**src/rtl/ifid_skid_reg.sv**
```systemverilog
// IF/ID stage register with a 2-entry skid buffer (main + skid) and decode-field slicing.
// Optional IFID_PERF_CNT_EN adds saturating stall_cnt/flush_cnt outputs.
module ifid_skid_reg #(
    parameter int n = 32,
    parameter int i = n / 2
) (
    input  logic         clk,
    input  logic         reset,
    input  logic         flush,
    input  logic         if_valid,
    output logic         if_ready,
    input  logic [n-1:0] if_instr,
    input  logic [n-1:0] if_pcplus4,
    output logic         id_valid,
    input  logic         id_ready,
    output logic [n-1:0] id_instr,
    output logic [n-1:0] id_pcplus4,
    output logic [5:0]   id_op,
    output logic [4:0]   id_rs,
    output logic [4:0]   id_rt,
    output logic [4:0]   id_rd,
    output logic [4:0]   id_shamt,
    output logic [5:0]   id_funct,
`ifdef IFID_PERF_CNT_EN
    output logic [31:0]  stall_cnt,
    output logic [31:0]  flush_cnt,
`endif
    output logic [i-1:0] id_imm
);

    // State bits double as the entry valids: bit0 = main valid, bit1 = skid valid.
    typedef enum logic [1:0] {
        EMPTY = 2'b00,
        ONE   = 2'b01,
        FULL  = 2'b11
    } state_t;

    state_t       state, next_state;
    logic         accept, consume;
    logic         load_main, load_skid, move_skid;
    logic [n-1:0] skid_instr, skid_pcplus4;

    assign accept   = if_valid & if_ready;
    assign consume  = id_valid & id_ready;
    assign id_valid = state[0];

    always_comb begin
        next_state = state;
        load_main  = 1'b0;
        load_skid  = 1'b0;
        move_skid  = 1'b0;
        if (flush) begin
            next_state = EMPTY;
        end else begin
            case (state)
                EMPTY: begin
                    if (accept) begin
                        next_state = ONE;
                        load_main  = 1'b1;
                    end
                end
                ONE: begin
                    if (accept && !consume) begin
                        next_state = FULL;
                        load_skid  = 1'b1;
                    end else if (!accept && consume) begin
                        next_state = EMPTY;
                    end else if (accept && consume) begin
                        load_main = 1'b1;
                    end
                end
                FULL: begin
                    if (consume) begin
                        next_state = ONE;
                        move_skid  = 1'b1;
                    end
                end
                default: next_state = EMPTY;
            endcase
        end
    end

    always_ff @(posedge clk or posedge reset) begin
        if (reset) begin
            state    <= EMPTY;
            if_ready <= 1'b1;
        end else begin
            state    <= next_state;
            if_ready <= (next_state != FULL);
        end
    end

    // Payloads only move on accept or skid drain; flush leaves stale data behind id_valid=0.
    always_ff @(posedge clk or posedge reset) begin
        if (reset) begin
            id_instr     <= '0;
            id_pcplus4   <= '0;
            skid_instr   <= '0;
            skid_pcplus4 <= '0;
        end else begin
            if (load_main) begin
                id_instr   <= if_instr;
                id_pcplus4 <= if_pcplus4;
            end else if (move_skid) begin
                id_instr   <= skid_instr;
                id_pcplus4 <= skid_pcplus4;
            end
            if (load_skid) begin
                skid_instr   <= if_instr;
                skid_pcplus4 <= if_pcplus4;
            end
        end
    end

    assign id_op    = id_instr[31:26];
    assign id_rs    = id_instr[25:21];
    assign id_rt    = id_instr[20:16];
    assign id_rd    = id_instr[15:11];
    assign id_shamt = id_instr[10:6];
    assign id_funct = id_instr[5:0];
    assign id_imm   = id_instr[i-1:0];

`ifdef IFID_PERF_CNT_EN
    function automatic logic [31:0] sat_inc(input logic [31:0] v);
        return (v == 32'hFFFF_FFFF) ? v : v + 32'd1;
    endfunction

    always_ff @(posedge clk or posedge reset) begin
        if (reset) begin
            stall_cnt <= '0;
            flush_cnt <= '0;
        end else begin
            if (if_valid && !if_ready) stall_cnt <= sat_inc(stall_cnt);
            if (flush)                 flush_cnt <= sat_inc(flush_cnt);
        end
    end
`endif

endmodule

```
**config.mk**
```make
export PLATFORM = sky130hd
export DESIGN_NAME = ifid_skid_reg
export DESIGN_NICKNAME = d
export VERILOG_FILES = /design/src/rtl/ifid_skid_reg.sv
export SDC_FILE = /design/constraint.sdc
export NUM_CORES = 1
export LEC_CHECK = 0
export CORE_UTILIZATION = 50
export DETAILED_ROUTE_END_ITERATION = 10
export GPL_ROUTABILITY_DRIVEN = 0
export PLACE_DENSITY = 0.84
export RECOVER_POWER = 25
export SLEW_MARGIN = 30
export SYNTH_ARGS = -nofsm -noshare
export SYNTH_HDL_FRONTEND = slang
export SYNTH_SLANG_ARGS = --single-unit
```
**constraint.sdc**
```tcl
create_clock -name clk -period 6.5 [get_ports clk]
set_input_delay 0.65 -clock clk [delete_from_list [all_inputs] [get_ports clk]]
set_output_delay 0.65 -clock clk [all_outputs]
set_load 0.01 [all_outputs]
```
# After elaboration in Yosys (flattened, before gate mapping)
# Cells that the tools add are included.
[word_totals] ff_bits=131 in_bits=69 out_inout_bits=114 elab_cells=40
[op_classes] eq_ne=3 mux=22 bitwise=2 n_reduce_logical=7
[op_table] operator="32-bit 2-to-1 mux" n=4
[op_table] operator="1-bit 2-to-1 mux" n=11
[op_table] operator="2-bit 2-to-1 mux" n=5
[op_table] operator="2-bit one-hot mux with 3 select lines" n=1
[op_table] operator="1-bit logical AND" n=3
[op_table] operator="1-bit bitwise AND" n=2
[op_table] operator="2-bit by 1-bit equality test with 1-bit output (second input constant)" n=1
[op_table] operator="2-bit equality test (second input constant)" n=1
[op_table] operator="1-bit logical NOT" n=2
[op_table] operator="2-bit logical NOT" n=1
[op_table] operator="2-bit inequality test (second input constant)" n=1
[op_table] operator="1-bit one-hot mux with 2 select lines" n=1
[op_table] operator="2-bit nonzero test" n=1

# Longest topological paths before layout
[depth] word_depth=8 depth_mapped=5

# Least setup slack after synthesis
# OpenSTA, ideal clock, no wires.
[synth_timing] kind="input port to flip-flop" start="input id_ready" end="register skid_instr[10]" setup_time_ps=125 arrival_time_ps=1805 required_time_ps=6375 slack_ps=4570 cell_stages=5 n_path_buf=2 path_cell_list="nand2b_1 > or4_1 > buf_4 > buf_6 > mux2_4"
[synth_between] elab_chain_cells=6
[synth_lines] item="start, declared" line="15" rtl="input logic id_ready,"
[synth_lines] item="1-bit bitwise AND" line="44" rtl="assign consume = id_valid & id_ready;"
[synth_lines] item="1-bit logical NOT" line="63" rtl="if (accept && !consume) begin"
[synth_lines] item="1-bit logical AND" line="63"
[synth_lines] item="1-bit 2-to-1 mux" line="63"
[synth_lines] item="1-bit 2-to-1 mux" line="55" rtl="case (state)"
[synth_lines] item="1-bit 2-to-1 mux" line="52" rtl="if (flush) begin"
[synth_lines] item="end signal, assigned" line="109" rtl="skid_instr <= if_instr;"
[synth_lines] item="end, declared" line="41" rtl="logic [n-1:0] skid_instr, skid_pcplus4;"
# No other way between the ends.
# A chain may end at the register's enable or synchronous reset.

==> impl_metrics.tcl <==
set metrics [dict create \
    run_status "complete, but fails checks" \
    failed_checks "max-capacitance violations, max-slew violations" \
    endpoint "id_instr[16]" \
    timing_worst_setup_path_type "in -> async" \
    global_route.overflow_total 0 \
    cts.repair.resized 0 \
    htree_num_levels 4 \
    worst-slew-pin-transition_ps 2750 \
    viasPerCell 5.10 \
    worst_setup_path_start_kind "input port" \
    finalSetupViolations 0 \
    final.setup.tns_ps 0 \
    crit_path_start "reset" \
    final_nets 611 \
    die_height_um 114 \
    final-seq-area_um2 3280 \
    mappedNetlistArea_um2 6240 \
    cts_buffer_depth 2 \
    maximum_number_of_pins_on_one_net_before_global_route_repair 72 \
    fin_crit_sh 0.459 \
    detailedRoute.firstPassIterationCount 5 \
    cts-buffers-inserted 17 \
    setup_repair_after_global_routing_missed_its_margin "no" \
    cts-root-buf "clkbuf_16" \
    num_antenna_cells 0 \
    worst_reg2reg_endpoint "skid_pcplus4[19]" \
    dp.final_hpwl_mm 8.10 \
    vias 3680 \
    finish.utilization 0.692 \
    final-max-slew-violation-count 62 \
    ys_types 17 \
    achievable_clock_frequency_mhz 335 \
    total_area_of_multi_input_combinational_cells_um2 2460 \
    die-area_um2 12900 \
    dpl-instance-area_um2 7820 \
    min_delay_worst_type "reg -> reg" \
    pin_count 183 \
    min_hold_slack_ps 502 \
    syn-num-nets 473 \
    cts.clk_slew.worst_paths_ps 50 \
    cts.sinks 131 \
    seq_area_frac_synth 0.525 \
    syn_area_cell_um2 15.4 \
    timing.rr.start "if_ready" \
    drc 0 \
    worstSkewPairLatency_ps 410 \
    worst_ep_required_time_ps 6980 \
    synthToLayoutAreaGrowth_pct 34.4 \
    start_util 0.515 \
    synth_warnings 0 \
    numPortBuffers 182 \
    max_cap_violations 1 \
    max_slew_margin -0.846 \
    floorplan.core_area_um2 12100 \
    hold_buffers 0 \
    maximum_clock_skew_at_final_layout_ps 4.67 \
    max-vdd-ir-drop_mv 0.189 \
    numPlacedInstances 691 \
    hold_violations 0 \
    via_count_of_the_first_global_routing_pass 4008 \
    cts.repair_timing.setup_buffer_count 0 \
    finalCriticalPeriod_ps 2980 \
    n_fill_cell 833 \
    synthesized_netlist_cell_count 404 \
    initial_antenna_violation_count 0 \
    wire_per_inst_um 17.2 \
    total_power_mw 2.76 \
    total_leakage_power_nw 3.78 \
    antenna_left 0 \
    grt.total_usage 0.204 \
    final.setup.worst_slack_ps 3520 \
    critPathMaxFanout 71 \
    tritoncts "built" \
    power_per_cell_area_nw_per_um2 329 \
    ff2ff_setup_slack_ps 4120 \
    grt_pass1_wl_mm 20.3 \
    worst-r2r-cell-count 4 \
    arr_time_crit_path_ps 3470 \
    cp-end-kind "async pin" \
    dpl_worst_slack_ps 3430 \
    die_width_um 114 \
    instances_no_fill 722 \
    drive_above_1_share 0.410 \
    placement_rows 40 \
    detail_route.wirelength_mm 12.4 \
    detailedRoute.firstIterationViolations 139 \
    final_cell_area_um2 8390 \
    postSynthRegisterBits 131 \
]
[layout make-up]
class                           count  area share
Clock buffer                       27      0.0624
Clock inverter                      4     0.00537
Inverter                            2     0.00104
Multi-Input combinational cell    203       0.293
Sequential cell                   131       0.391
Tap cell                          168      0.0251
Timing Repair Buffer              187       0.222
[worst min-delay path by stage]
| stage | cells past startpoint | to | from |
|---|---|---|---|
| 6_report | 1 | skid_pcplus4[30] | skid_pcplus4[30] |
| 5_1_grt | 1 | skid_pcplus4[1] | skid_pcplus4[1] |
| 3_5_place_dp | 1 | skid_pcplus4[30] | skid_pcplus4[30] |
| 2_1_floorplan | 1 | skid_instr[0] | skid_instr[0] |
| 4_1_cts | 1 | skid_pcplus4[30] | skid_pcplus4[30] |
| 3_3_place_gp | 1 | skid_pcplus4[30] | skid_pcplus4[30] |
[cell usage after synthesis]
library cell  number  area [µm²]
a21oi_1            1        5.00
a2bb2oi_1          1        8.76
buf_2             13        65.1
buf_4             49         368
buf_6              6        67.6
dfrtp_1          130        3250
dfstp_2            1        26.3
inv_1              2        7.51
mux2_2           132        1490
mux2_4            60         901
nand2_1            1        3.75
nand2b_1           2        12.5
nand4_1            1        6.26
nand4b_1           1        8.76
nor2_1             2        7.51
or3_1              1        6.26
or4_1              1        7.51
[state kept, by name, summed over array words and instances, names as in the netlist]
signal,count
if_ready,1
id_instr,32
skid_pcplus4,32
state,2
skid_instr,32
id_pcplus4,32
[routing by layer]
metal,wire length [µm],track usage,up-vias
met4,169,0.0772,0
met3,937,0.0813,16
met1,5040,0.237,1876
li1,-,-,1667
met5,0,0,-
met2,6240,0.341,121
[worst max-delay path, cell delays in order]
cell and delay [ps]:
dlygate4sd3_1 550, clkinvlp_2 1560, buf_6 650
[kinds of logic after synthesis]
| kind of cell | Yosys count | synth area share |
|---|---|---|
| muxes | 192 | 0.383 |
| DFF | 131 | 0.525 |
| buffers and inverters | 70 | 0.0814 |
| and+or+nand+nor | 9 | 0.00842 |
| AOI/OAI and AO/OA | 2 | 0.00220 |
[power by group]
part / switching [mW] / leakage, nW / internal, mW
registers: 0.118 / 1.57 / 1.00
clock network: 0.323 / 0.283 / 0.583
logic: 0.232 / 1.92 / 0.502
total: 0.673 / 3.78 / 2.09
[cells in the final DEF (no fill, tap or decap)]
master             n
nand2b_1           2
clkbuf_8           6
inv_1              1
a21oi_1            1
nand4b_1           1
or3_1              1
mux2_2           132
buf_4              4
nand4_1            1
bufinv_16          1
dlygate4sd3_1     33
clkinv_2           3
nand2_1            1
mux2_4            60
dfrtp_1          130
buf_6              1
nor2_1             2
dfstp_2            1
clkdlybuf4s50_1  149
a2bb2oi_1          1
clkinvlp_2         1
clkbuf_16         17
or4_4              1
clkbuf_1           4
(Power assumes the default switching activity.)
